`config.mk`:
```
export PLATFORM = sky130hd
export DESIGN_NAME = sa_result_drain
export DESIGN_NICKNAME = d
export VERILOG_FILES = /design/src/rtl/sa_result_drain_pkg.sv /design/src/rtl/sa_sat8.sv /design/src/rtl/sa_result_drain.sv
export SDC_FILE = /design/constraint.sdc
export NUM_CORES = 1
export LEC_CHECK = 0
export CAP_MARGIN = 15
export CORE_ASPECT_RATIO = 1.25
export CORE_UTILIZATION = 48
export CTS_CLUSTER_DIAMETER = 60
export DETAILED_ROUTE_END_ITERATION = 8
export MAX_ROUTING_LAYER = met4
export PLACE_DENSITY = 0.74
export SETUP_SLACK_MARGIN = 0.05
export SLEW_MARGIN = 20
export SYNTH_ARGS = -nofsm -noshare
export SYNTH_HDL_FRONTEND = slang
export SYNTH_SLANG_ARGS = --single-unit
export TNS_END_PERCENT = 100
```
`constraint.sdc`:
```
create_clock -name clk -period 2.71 [get_ports clk]
set_input_delay 0.4065 -clock clk [delete_from_list [all_inputs] [get_ports clk]]
set_output_delay 0.4065 -clock clk [all_outputs]
set_load 0.03 [all_outputs]
```
`src/rtl/sa_result_drain_pkg.sv`:
```
// Shared definitions for the systolic-array result drain: FSM encoding,
// array dimension, data widths and the buffer addressing helper.
package sa_result_drain_pkg;

  localparam int N     = 4;   // array is N x N
  localparam int OUT_W = 8;   // drained element width
  localparam int IN_W  = 24;  // raw column output width

  typedef enum logic [1:0] {
    ST_IDLE    = 2'd0,
    ST_WAIT    = 2'd1,
    ST_CAPTURE = 2'd2,
    ST_DRAIN   = 2'd3
  } state_t;

  // Row-major buffer address of element (r, j): 4*r + j.
  function automatic logic [3:0] buf_addr(input logic [1:0] r, input logic [1:0] j);
    return {r, j};
  endfunction

endpackage

```
`src/rtl/sa_sat8.sv`:
```
// 24-to-8 bit conversion of one array column: unsigned saturation when SAT
// is set, plain truncation otherwise. o_over flags a clipped value.
module sa_sat8
  import sa_result_drain_pkg::*;
#(
  parameter int SAT = 1
) (
  input  logic [IN_W-1:0]  i_val,
  output logic [OUT_W-1:0] o_data,
  output logic             o_over
);

  logic w_high;

  assign w_high = |i_val[IN_W-1:OUT_W];

  // Pick the saturated or truncated form of the column value.
  always_comb begin
    o_data = i_val[OUT_W-1:0];
    o_over = 1'b0;
    if ((SAT != 0) && w_high) begin
      o_data = {OUT_W{1'b1}};
      o_over = 1'b1;
    end else begin
      o_data = i_val[OUT_W-1:0];
      o_over = 1'b0;
    end
  end

endmodule

```
`src/rtl/sa_result_drain.sv`:
```
// Captures the skewed 4x4 result wavefront leaving a systolic array into a
// 16 x 8 bit buffer, then drains it row-major over a valid/ready port.
module sa_result_drain
  import sa_result_drain_pkg::*;
#(
  parameter int BASE_LAT = 4,
  parameter int SAT      = 1
) (
  input  logic             clk,
  input  logic             rst,
  input  logic             start,
  input  logic [IN_W-1:0]  c1_in,
  input  logic [IN_W-1:0]  c2_in,
  input  logic [IN_W-1:0]  c3_in,
  input  logic [IN_W-1:0]  c4_in,
  output logic [OUT_W-1:0] out_data,
  output logic             out_valid,
  input  logic             out_ready,
  output logic [3:0]       out_idx,
  output logic             busy,
  output logic             done,
  output logic             sat_flag
);

  // The counter is compared against its incremented value so that the
  // first capture cycle lands exactly BASE_LAT cycles after start.
  localparam logic [7:0] WAIT_END = 8'(BASE_LAT - 1);

  state_t           r_state, w_state_nxt;
  logic [7:0]       r_wcnt;
  logic [7:0]       w_wcnt_inc;
  logic [2:0]       r_k;
  logic [OUT_W-1:0] r_buf [N*N];
  logic [OUT_W-1:0] r_out_data;
  logic [3:0]       r_out_idx;
  logic             r_out_valid, r_done, r_busy, r_sat_flag;

  logic [IN_W-1:0]  w_col  [N];
  logic [OUT_W-1:0] w_conv [N];
  logic [N-1:0]     w_over;
  logic [N-1:0]     w_act;
  logic [1:0]       w_row  [N];
  logic             w_xfer, w_last;

  assign w_col[0]   = c1_in;
  assign w_col[1]   = c2_in;
  assign w_col[2]   = c3_in;
  assign w_col[3]   = c4_in;
  assign w_wcnt_inc = r_wcnt + 8'd1;
  assign w_xfer     = r_out_valid && out_ready;
  assign w_last     = w_xfer && (r_out_idx == 4'd15);

  genvar g;
  generate
    for (g = 0; g < N; g++) begin : g_col
      sa_sat8 #(.SAT(SAT)) u_sat (
        .i_val  (w_col[g]),
        .o_data (w_conv[g]),
        .o_over (w_over[g])
      );
    end
  endgenerate

  // Column j carries row k-j during capture cycle k when 0 <= k-j <= 3.
  always_comb begin
    for (int j = 0; j < N; j++) begin
      w_act[j] = 1'b0;
      w_row[j] = 2'd0;
      if ((r_k >= 3'(j)) && ((r_k - 3'(j)) <= 3'd3)) begin
        w_act[j] = 1'b1;
        w_row[j] = 2'(r_k - 3'(j));
      end else begin
        w_act[j] = 1'b0;
        w_row[j] = 2'd0;
      end
    end
  end

  // FSM state register.
  always_ff @(posedge clk or posedge rst) begin
    if (rst) r_state <= ST_IDLE;
    else     r_state <= w_state_nxt;
  end

  // FSM next-state logic; starts outside IDLE are ignored.
  always_comb begin
    w_state_nxt = r_state;
    case (r_state)
      ST_IDLE: begin
        if (start) w_state_nxt = (BASE_LAT <= 1) ? ST_CAPTURE : ST_WAIT;
        else       w_state_nxt = ST_IDLE;
      end
      ST_WAIT: begin
        if (w_wcnt_inc == WAIT_END) w_state_nxt = ST_CAPTURE;
        else                        w_state_nxt = ST_WAIT;
      end
      ST_CAPTURE: begin
        if (r_k == 3'd6) w_state_nxt = ST_DRAIN;
        else             w_state_nxt = ST_CAPTURE;
      end
      ST_DRAIN: begin
        if (w_last) w_state_nxt = ST_IDLE;
        else        w_state_nxt = ST_DRAIN;
      end
      default: w_state_nxt = ST_IDLE;
    endcase
  end

  // Counters, sticky saturation flag and the registered drain outputs.
  always_ff @(posedge clk or posedge rst) begin
    if (rst) begin
      r_wcnt      <= 8'd0;
      r_k         <= 3'd0;
      r_out_data  <= '0;
      r_out_idx   <= 4'd0;
      r_out_valid <= 1'b0;
      r_done      <= 1'b0;
      r_busy      <= 1'b0;
      r_sat_flag  <= 1'b0;
    end else begin
      r_done <= w_last;
      r_busy <= (w_state_nxt != ST_IDLE);
      case (r_state)
        ST_IDLE: begin
          r_wcnt <= 8'd0;
          r_k    <= 3'd0;
          if (start) r_sat_flag <= 1'b0;
        end
        ST_WAIT: begin
          r_wcnt <= w_wcnt_inc;
          r_k    <= 3'd0;
        end
        ST_CAPTURE: begin
          r_k        <= r_k + 3'd1;
          r_sat_flag <= r_sat_flag | (|(w_over & w_act));
        end
        ST_DRAIN: begin
          if (!r_out_valid) begin
            // first DRAIN cycle: present element 0
            r_out_valid <= 1'b1;
            r_out_idx   <= 4'd0;
            r_out_data  <= r_buf[0];
          end else if (w_last) begin
            r_out_valid <= 1'b0;
            r_out_idx   <= 4'd0;
            r_out_data  <= '0;
          end else if (w_xfer) begin
            r_out_idx  <= r_out_idx + 4'd1;
            r_out_data <= r_buf[r_out_idx + 4'd1];
          end
        end
        default: begin
          r_wcnt <= 8'd0;
          r_k    <= 3'd0;
        end
      endcase
    end
  end

  // Store converted column values along the skew diagonal; no reset needed.
  always_ff @(posedge clk) begin
    if (r_state == ST_CAPTURE) begin
      for (int j = 0; j < N; j++) begin
        if (w_act[j]) r_buf[buf_addr(w_row[j], 2'(j))] <= w_conv[j];
      end
    end
  end

  assign out_data  = r_out_data;
  assign out_idx   = r_out_idx;
  assign out_valid = r_out_valid;
  assign done      = r_done;
  assign busy      = r_busy;
  assign sat_flag  = r_sat_flag;

endmodule

```
==> impl_metrics.ini <==
[worst_setup_path]
startpoint_type = flip-flop
cp_data_required_time_ns = 2.30
r2r-start = out_idx[0]
worst-setup-path-type = flip-flop to primary output
setup.reg_to_reg.worst_slack_ns = 0.55
setup.worst_path.start = out_idx[0]
critPathCaptureType = primary output
worst_setup_path_endpoint = out_idx[0]
r2r-end = out_data[4]
r2r_cells = 7
worstPathMaxFanout = 36
cp.arrival_ns = 1.80

[clock_network]
clk-insertion-delay-late_ns = 0.42
ctsRootBufferMaster = clkbuf_16
clk_pin_slew_ns = 0.07
cts_tree = built
ctsLongestPathBuffers = 2
number_of_resized_instances_in_the_post_cts_repair_step = 0
htree_num_levels = 4
cts_inserted_buffers = 17
setup_repair_bufs_after_cts = 0
cts.sink_count = 157
cts_hold_buf = 0

[sta]
worst-slew-pin-transition_ns = 0.523
rsz0062_at_grt = false
final.min_clock_period_ns = 2.20
final-setup-viol-count = 0
final-hold-violation-count = 0
fmax_mhz = 454
report.final.slew_viol_count = 0
fin_crit_sh = 0.813
timing.slew.headroom = 0.652
post_route_setup_slack_ns = 0.508
largest_clock_skew_in_the_final_design_ns = 0.0101
final.setup.tns_ns = 0

[detailed_routing]
post-route-drc-count = 0
post_drt_via_cell_ratio = 5.84
first_pass_iters = 5
routed_wire_length_per_instance_um = 21.5
finalWirelength_um = 17000
drt_first_iter_violations = 335
dr_total_vias = 4634
final_antenna_net_count = 0

[place]
pre_cts_ws_ns = 0.560
port-buffer-count = 115
dp_hpwl_um = 12000
gp_congestion = 0.912
dpl_cell_area_mm2 = 0.00862

[global_routing]
grt_usage = 0.241
grt_start_max_net_pins = 37
grt_pass1_wl_um = 26300
grt_overflow_total = 0
via_count_of_the_first_global_routing_pass = 4820
antenna_found_initial = 0

[floorplan]
chipHeight_um = 138
initial_utilization = 0.494
core_region_area_mm2 = 0.0144
die_area_mm2 = 0.0153
die_w_um = 111
fp-row-count = 49
number_of_top_level_pins = 116

[power_and_ir_drop]
power.density_cell_area_mw_per_mm2 = 812
ir_drop_uv = 1020
total_leakage_power_nw = 3.62

[hold_path]
timing.hold.worst.class = input port to async pin

[final_layout]
num-nets-final = 715
final_layout_size_suffix_gt1_frac = 0.170
final_util = 0.637
insertedDiodeCount = 0
layout_stage_area_growth_over_the_synthesis_result_pct = 29.0
postLayoutCellArea_mm2 = 0.00918

[yosys]
syn_area_mm2 = 0.00711
ys_warn_count = 0
mappedNetlistNets = 567
synth_seq_area_share = 0.642
synthCells = 455
synthesis.area_per_instance_um2 = 15.6
async_flop_share = 0.185
synth.distinct_cells = 48
postSynthRegisterBits = 157
synth_edf_count = 128
synth_top_flop_cell = edfxtp_1

[job]
drv_cap = 0

[run_status]
status = finished clean
-- worst max-delay path, stage by stage (launching register included) --
cell and delay, ns:
dfrtp_1 0.40, buf_12 0.26, clkdlybuf4s50_1 0.72
-- flip-flops by register name (all words and copies together), names as in the netlist --
register   cells
done           1
busy           1
out_idx        4
r_k            3
out_data       8
out_valid      1
sat_flag       1
r_state        2
r_wcnt         8
r_buf        128
-- layer usage --
layer | GRT usage | share of wire
met2 | 0.403 | 0.52
met3 | 0.0552 | 0.064
met4 | 0.0919 | 0.023
met5 | - | 0
met1 | 0.283 | 0.39
-- layout by cell type, fill, tap and decap left out, drive strengths merged, types with 2 or more instances in the layout --
| master | count |
|---|---|
| buf | 31 |
| nand3 | 7 |
| ha | 12 |
| or3 | 5 |
| nand2 | 24 |
| a22o | 3 |
| a21o | 6 |
| mux4 | 32 |
| nand4 | 6 |
| clkinvlp | 3 |
| edfxtp | 128 |
| mux2i | 25 |
| xor2 | 2 |
| dfrtp | 29 |
| nor4 | 18 |
| nor3 | 10 |
| nor2b | 3 |
| a22oi | 8 |
| clkbuf | 19 |
| clkdlybuf4s50 | 115 |
| xnor2 | 2 |
| clkinv | 3 |
| inv | 21 |
| nor2 | 28 |
| o21ai | 15 |
| or2 | 32 |
| a21oi | 16 |
-- cell type report --
cell class | count | area (um^2)
fillers | 1035 | 5230
flip-flops and latches | 157 | 4570
multi-input cells | 267 | 2360
repair buffers | 146 | 1410
clock buffers | 19 | 443
well taps | 178 | 223
clock inverters | 13 | 118
inverters | 14 | 52.6
-- stage by stage --
step,power (mW),hold slack [ns],instances
detailed placement,5.27,0.513,762
CTS,7.49,0.374,794
floorplan,4.56,0.475,455
global placement,5.19,0.493,762
global route,7.79,0.408,794
finish,7.45,0.368,794
-- worst min path at each step --
stage,slack (ns),endpoint,start
after floorplan,0.48,busy,rst
after global placement,0.49,r_wcnt[7],r_wcnt[7]
after detailed placement,0.51,r_wcnt[7],r_wcnt[7]
after CTS,0.37,r_wcnt[5],rst
after global routing,0.41,r_wcnt[7],rst
final,0.37,r_wcnt[5],rst
-- report_power, final --
| group | leakage (nW) | total, mW | switching, mW | internal (mW) |
|---|---|---|---|---|
| registers | 1.80 | 2.90 | 0.153 | 2.75 |
| clock network | 0.267 | 2.23 | 1.00 | 1.23 |
| logic | 1.55 | 2.31 | 1.24 | 1.07 |
-- cell families after synthesis --
kind of cell | Yosys count | synth area share
multiplexers | 57 | 0.151
AO/OA/AOI/OAI | 57 | 0.0503
adder cells (fa/ha/maj) | 12 | 0.0211
XOR/XNOR | 4 | 0.0102
flip-flops | 157 | 0.642
buffers and inverters | 31 | 0.0252
AND/OR/NAND/NOR | 137 | 0.100
-- cells in the mapped netlist (all sizes together), types with 2 or more instances --
cell      n  share of area
edfxtp  128           0.54
mux4     32           0.12
or2      32          0.028
dfrtp    29           0.10
nor2     28          0.015
mux2i    25          0.035
nand2    24          0.013
nor4     18          0.016
a21oi    16          0.011
o21ai    15          0.011
inv      13         0.0069
ha       12          0.021
nor3     10         0.0070
buf       9          0.014
a22oi     8         0.0084
clkbuf    8         0.0042
nand3     7         0.0049
a21o      6         0.0063
nand4     6         0.0053
or3       5         0.0044
a22o      3         0.0037
nor2b     3         0.0026
xnor2     2         0.0051
xor2      2         0.0051
(Power assumes the default switching activity.)
